`config.mk`:
```
export PLATFORM = sky130hd
export DESIGN_NAME = serial_adder_n
export DESIGN_NICKNAME = d
export VERILOG_FILES = /design/src/rtl/adder_pkg.sv /design/src/rtl/fa_cell.sv /design/src/rtl/serial_adder_n.sv
export SDC_FILE = /design/constraint.sdc
export NUM_CORES = 1
export LEC_CHECK = 0
export BUFFER_PORTS_ARGS = -buffer_cell sky130_fd_sc_hd__clkbuf_2
export CAP_MARGIN = 5
export CORE_MARGIN = 5
export CORE_UTILIZATION = 25
export CTS_CLUSTER_SIZE = 10
export DETAILED_ROUTE_END_ITERATION = 6
export GPL_ROUTABILITY_DRIVEN = 0
export GPL_TIMING_DRIVEN = 1
export PLACE_DENSITY = 0.45
export SETUP_SLACK_MARGIN = 0.05
export SYNTH_ARGS = -nofsm -noshare
export SYNTH_HDL_FRONTEND = slang
export SYNTH_HIERARCHICAL = 1
export SYNTH_SLANG_ARGS = --single-unit
```
`constraint.sdc`:
```
create_clock -name clk -period 6.6 [get_ports clk]
set_input_delay 1.65 -clock clk [delete_from_list [all_inputs] [get_ports clk]]
set_output_delay 1.65 -clock clk [all_outputs]
set_load 0.05 [all_outputs]
```
`src/rtl/adder_pkg.sv`:
```
// -----------------------------------------------------------------------------
// adder_pkg
// Shared definitions for the serial add/subtract unit:
//   state_t   - control FSM states (IDLE / RUN / DONE)
//   nch       - number of STEP-bit chunks in a WIDTH-bit operand
//   cnt_width - chunk counter width, clog2(NCH) with a floor of 1
//   cfg_ok    - configuration legality check (STEP divides WIDTH)
// -----------------------------------------------------------------------------
package adder_pkg;

   typedef enum logic [1:0] {
      IDLE = 2'd0,
      RUN  = 2'd1,
      DONE = 2'd2
   } state_t;

   function automatic int nch(input int width, input int step);
      return width / step;
   endfunction

   function automatic int cnt_width(input int n);
      return (n > 1) ? $clog2(n) : 1;
   endfunction

   function automatic bit cfg_ok(input int width, input int step);
      return (width >= 2) && (step >= 1) && (step <= width) && ((width % step) == 0);
   endfunction

endpackage

```
`src/rtl/fa_cell.sv`:
```
// -----------------------------------------------------------------------------
// fa_cell
// One-bit combinational full adder.
// Ports:
//   A, B, Cin : addend bits and carry in
//   SO        : sum bit
//   Cout      : carry out
// -----------------------------------------------------------------------------
module fa_cell (
   input  logic A,
   input  logic B,
   input  logic Cin,
   output logic SO,
   output logic Cout
);

   assign SO   = A ^ B ^ Cin;
   assign Cout = (A & B) | (Cin & (A ^ B));

endmodule

```
`src/rtl/serial_adder_n.sv`:
```
// -----------------------------------------------------------------------------
// serial_adder_n
// Multi-cycle WIDTH-bit add/subtract unit. Operands are consumed STEP bits per
// clock through a ripple chain of STEP fa_cell instances; the carry is held in
// a register between chunks. start/done handshake for a sequencing controller.
// Ports:
//   clk   : rising-edge clock
//   rst_n : synchronous active-low reset
//   start : request, honoured in IDLE or DONE
//   sub   : 0 = A+B+Cin, 1 = A-B (latched on accepted start)
//   A, B  : WIDTH-bit operands (latched on accepted start)
//   Cin   : carry in for add, ignored for subtract (latched on accepted start)
//   SO    : result, stable from done until the next accepted start
//   Cout  : carry out of the MSB (subtract: 1 = no borrow)
//   OV    : signed overflow (carry into MSB xor carry out of MSB)
//   busy  : high while chunks are being processed
//   done  : one-cycle pulse when SO/Cout/OV are valid
// -----------------------------------------------------------------------------
module serial_adder_n
   import adder_pkg::*;
#(
   parameter int WIDTH = 8,
   parameter int STEP  = 1
) (
   input  logic             clk,
   input  logic             rst_n,
   input  logic             start,
   input  logic             sub,
   input  logic [WIDTH-1:0] A,
   input  logic [WIDTH-1:0] B,
   input  logic             Cin,
   output logic [WIDTH-1:0] SO,
   output logic             Cout,
   output logic             OV,
   output logic             busy,
   output logic             done
);

   localparam int NCH   = nch(WIDTH, STEP);
   localparam int CNT_W = cnt_width(NCH);

   generate
      if (!cfg_ok(WIDTH, STEP)) begin : g_bad_cfg
         $error("serial_adder_n: STEP must divide WIDTH and WIDTH must be >= 2");
      end
   endgenerate

   state_t           state_q;
   state_t           state_d;
   logic [CNT_W-1:0] cnt_q;
   logic             carry_q;
   logic [WIDTH-1:0] a_q;
   logic [WIDTH-1:0] b_q;

   logic [STEP-1:0]  a_chunk;
   logic [STEP-1:0]  b_chunk;
   logic [STEP-1:0]  sum_chunk;
   logic [STEP:0]    carry;
   logic             last_chunk;
   logic             accept;
   int               base;

   // A new request is taken in IDLE and also in DONE, so back-to-back
   // operations need no idle cycle in between.
   assign accept     = start && ((state_q == IDLE) || (state_q == DONE));
   assign last_chunk = (cnt_q == CNT_W'(NCH - 1));
   assign base       = int'(cnt_q) * STEP;

   assign a_chunk = a_q[base +: STEP];
   assign b_chunk = b_q[base +: STEP];

   // Ripple chain for the current chunk, seeded by the inter-chunk carry.
   assign carry[0] = carry_q;

   genvar gi;
   generate
      for (gi = 0; gi < STEP; gi++) begin : g_fa
         fa_cell u_fa (
            .A    (a_chunk[gi]),
            .B    (b_chunk[gi]),
            .Cin  (carry[gi]),
            .SO   (sum_chunk[gi]),
            .Cout (carry[gi+1])
         );
      end
   endgenerate

   always_comb begin
      state_d = state_q;
      busy    = 1'b0;
      done    = 1'b0;
      case (state_q)
         IDLE: begin
            if (start) state_d = RUN;
         end
         RUN: begin
            busy = 1'b1;
            if (last_chunk) state_d = DONE;
         end
         DONE: begin
            done    = 1'b1;
            state_d = start ? RUN : IDLE;
         end
         default: state_d = IDLE;
      endcase
   end

   always_ff @(posedge clk) begin
      if (!rst_n) begin
         state_q <= IDLE;
         cnt_q   <= '0;
         carry_q <= 1'b0;
         SO      <= '0;
         Cout    <= 1'b0;
         OV      <= 1'b0;
      end else begin
         state_q <= state_d;
         if (accept) begin
            cnt_q   <= '0;
            carry_q <= sub ? 1'b1 : Cin;
            SO      <= '0;
            Cout    <= 1'b0;
            OV      <= 1'b0;
         end else if (state_q == RUN) begin
            SO[base +: STEP] <= sum_chunk;
            carry_q          <= carry[STEP];
            cnt_q            <= last_chunk ? '0 : cnt_q + 1'b1;
            // Flags come only from the MSB chunk: carry[STEP-1] is the
            // carry into bit WIDTH-1, carry[STEP] the carry out of it.
            if (last_chunk) begin
               Cout <= carry[STEP];
               OV   <= carry[STEP] ^ carry[STEP-1];
            end
         end
      end
   end

   // Operand latches carry no reset; they are only read after an accept.
   always_ff @(posedge clk) begin
      if (accept) begin
         a_q <= A;
         b_q <= sub ? ~B : B;
      end
   end

endmodule

```
==> results.txt <==
Outcome: finished clean
Hold Crit Start: SO[7]
Yosys reg bits: 32
Clock buffer depth: 2
Initial Util: 0.2547
Syn nets: 166
Total grt overflow: 0
Synth area leader: edfxtp_1
Area delta synth->final: 19.25%
CTS Root Buffer Type: clkbuf_8
Setup WS pre-CTS: 3.729 ns
Worst EP required: 4.95 ns
Full die area: 8096 µm²
CTS tree: yes
Grt met1 use: 0.09709
N_diodes: 0
Via Count: 1131
Setup bufs post-CTS: 0
Startpoint class of the critical path: flip-flop
Num CTS Buffers: 5
Final Hold Vio Count: 0
Iter 0 DRT Violations: 69
Highest Clock Rate: 314.8 MHz
Post-CTS Hold Buffers: 0
Largest family of logic cells by synthesized area: simple AND/OR/NAND/NOR gates
First-pass GRT wire length: 5526 µm
Post-detail-place hpwl: 2486 µm
Pwr per Cell Area: 240.6 nW/µm²
Drc violations: 0
Skew final: 0.008112 ns
Endpoints failing setup: 0
Reg2reg setup slack: 3.88 ns
Die width: 89.98 µm
HP Class: reg2reg
RSZ-0062 raised after global routing: false
Worst Path Arrival: 1.53 ns
Gr usage total: 0.08523
Share of cells above drive strength 1: 0.2824
Post-synthesis compound-gate area fraction: 0.07042
RR Endpoint: SO[5]
WHS Path Cells: 2
H-tree depth: 2
Leak: 0.7653 nW
Routed wire per std cell: 13.20 µm
Reg-to-reg startpoint: cnt_q[0]
Gates resized, CTS repair: 0
Setup ws final: 3.423 ns
Skew-Pair Late Insertion Delay: 0.28 ns
CP Cell Sequence: nand2b_1 -> inv_1 -> clkbuf_2
Die height: 89.98 µm
Synth Area in XOR/XNOR: 0.04930
IO Count: 33
Grt met2 use: 0.1402
Slew @ Worst Pin: 0.6740 ns
Critical Path Sink Type: output port
Post-synth top cells: 16 x dfxtp_1, 16 x edfxtp_1, 12 x nand2_1
Clk slew on worst S/H paths: 0.07 ns
Num rows: 29
Slowest cell delay on critical path: 0.44 ns
Simple-gate share of the synthesized area: 0.1651
Ys Warns: 6
Core area: 6277 µm²
Max Cap Violations: 0
IO buf count: 32
Non-filler cells in the finished layout: 247
Post-synthesis adder-cell area fraction: 0.06729
Post-Synthesis Cell Area: 1599 µm²
Post-Place Cells: 239
Crit Path Max Fanout: 9
Post-synth EDFFs: 16
Seq/Total Area, Yosys: 0.5008
Initial antenna violation count: 0
Most used routing layer: met2
Slew headroom: 0.5501
CP Launch Point: state_q[0]
Max-slew violations: 0
Period utilisation layout: 0.4813
Cells after synthesis: 137
Final-stage net count: 198
Largest net degree at the start of global routing: 17
VDD IR-drop max: 0.08374 mV
Synth area leaders: edfxtp_1 30%, dfxtp_1 20%, mux4_2 5.6%
Vias in the first global route: 1162
Met3 global-route usage: 0.03005
Hold EP: SO[7]
First drt pass iteration count: 4
Asr flop ratio synth: 0
Mapped Avg Cell Area: 11.67 µm²
Min Tclk post-route: 3.177 ns
Mux cell area share after synthesis: 0.09390
Crit-path slowest cell: dfxtp_1
Vias per Instance: 4.579
Detail Route Antenna Nets: 0
Synth Flop Type: edfxtp_1
Netlist cell types: 37
Setup TNS Final: 0 ns
DRT Wirelength: 3260 µm
Num Clock Sinks: 32
Worst-case reg-to-reg path depth: 7
Share of the synthesized area in the top cell type: 0.3005
Crit path kind: reg2out
==> cell type report <==
class / count / area [µm²]
Sequential cell: 32 / 800.8
Timing Repair Buffer: 32 / 160.2
Clock inverter: 3 / 37.54
Tap cell: 77 / 96.34
Fill cell: 645 / 4370
Clock buffer: 5 / 68.82
Inverter: 8 / 30.03
Multi-Input combinational cell: 90 / 713.2
==> critical path: cells and delay by family, from the launching register on <==
kind	cells	cell delay, ns
flops	1	0.44
buf+inv	2	0.57
simple gates	1	0.23
==> layout by cell type (no fill, tap or decap), drive strengths merged, types with 2 or more instances in the layout <==
cell type  count
nand4          3
a31oi          2
edfxtp        16
nand3b         2
mux4           4
nand3          7
inv            8
clkbuf        37
xor2           9
nor4b          4
clkinv         2
nand2         12
and2           2
mux2i          6
nand2b         2
ha             7
nor2           6
dfxtp         16
or3            3
a21oi          7
nor3           2
==> worst max-delay path by stage <==
| stage | slack, ns | to | cells after the start |
|---|---|---|---|
| 5_1_grt | 3.31 | busy | 3 |
| 3_3_place_gp | 3.77 | a_q[0] | 3 |
| 6_report | 3.42 | busy | 3 |
| 4_1_cts | 3.42 | busy | 3 |
| 2_1_floorplan | 3.95 | busy | 3 |
| 3_5_place_dp | 3.73 | busy | 3 |
==> cells by family (layout without fill, tap and decap cells) <==
family,Yosys count,in the layout
and+or+nand+nor,47,47
DFF,32,32
AOI/OAI and AO/OA,16,16
buffers and inverters,15,48
muxes,10,10
xor gates and xnor gates,9,9
adders and majority gates,8,8
==> power by group <==
part | internal (mW) | total (mW) | switching, mW
combinational | 0.0211 | 0.0504 | 0.0293
clock | 0.110 | 0.183 | 0.0727
sequential | 0.220 | 0.226 | 0.00591
total | 0.351 | 0.459 | 0.108
==> layer usage <==
metal / part of all wire / routed length (µm)
met1: 0.42 / 1380
met2: 0.50 / 1639
met3: 0.046 / 151
met4: 0.027 / 89
met5: 0 / 0
==> metrics by stage <==
step	cell area [µm²]	hold WS (ns)	util	power [mW]
after global placement	1800	0.4664	0.2868	0.2798
after global routing	1907	0.4998	0.3038	0.4787
final	1907	0.4786	0.3038	0.4588
after CTS	1907	0.4818	0.3038	0.4654
after detailed placement	1800	0.4725	0.2868	0.2813
after floorplan	1599	0.5485	-	0.2664
==> sequential cells by signal, summed over array words and instances (netlist names) <==
register	count
SO	8
Cout	1
a_q	8
cnt_q	3
state_q	2
b_q	8
OV	1
carry_q	1
Power figures use the tool's default switching activity.
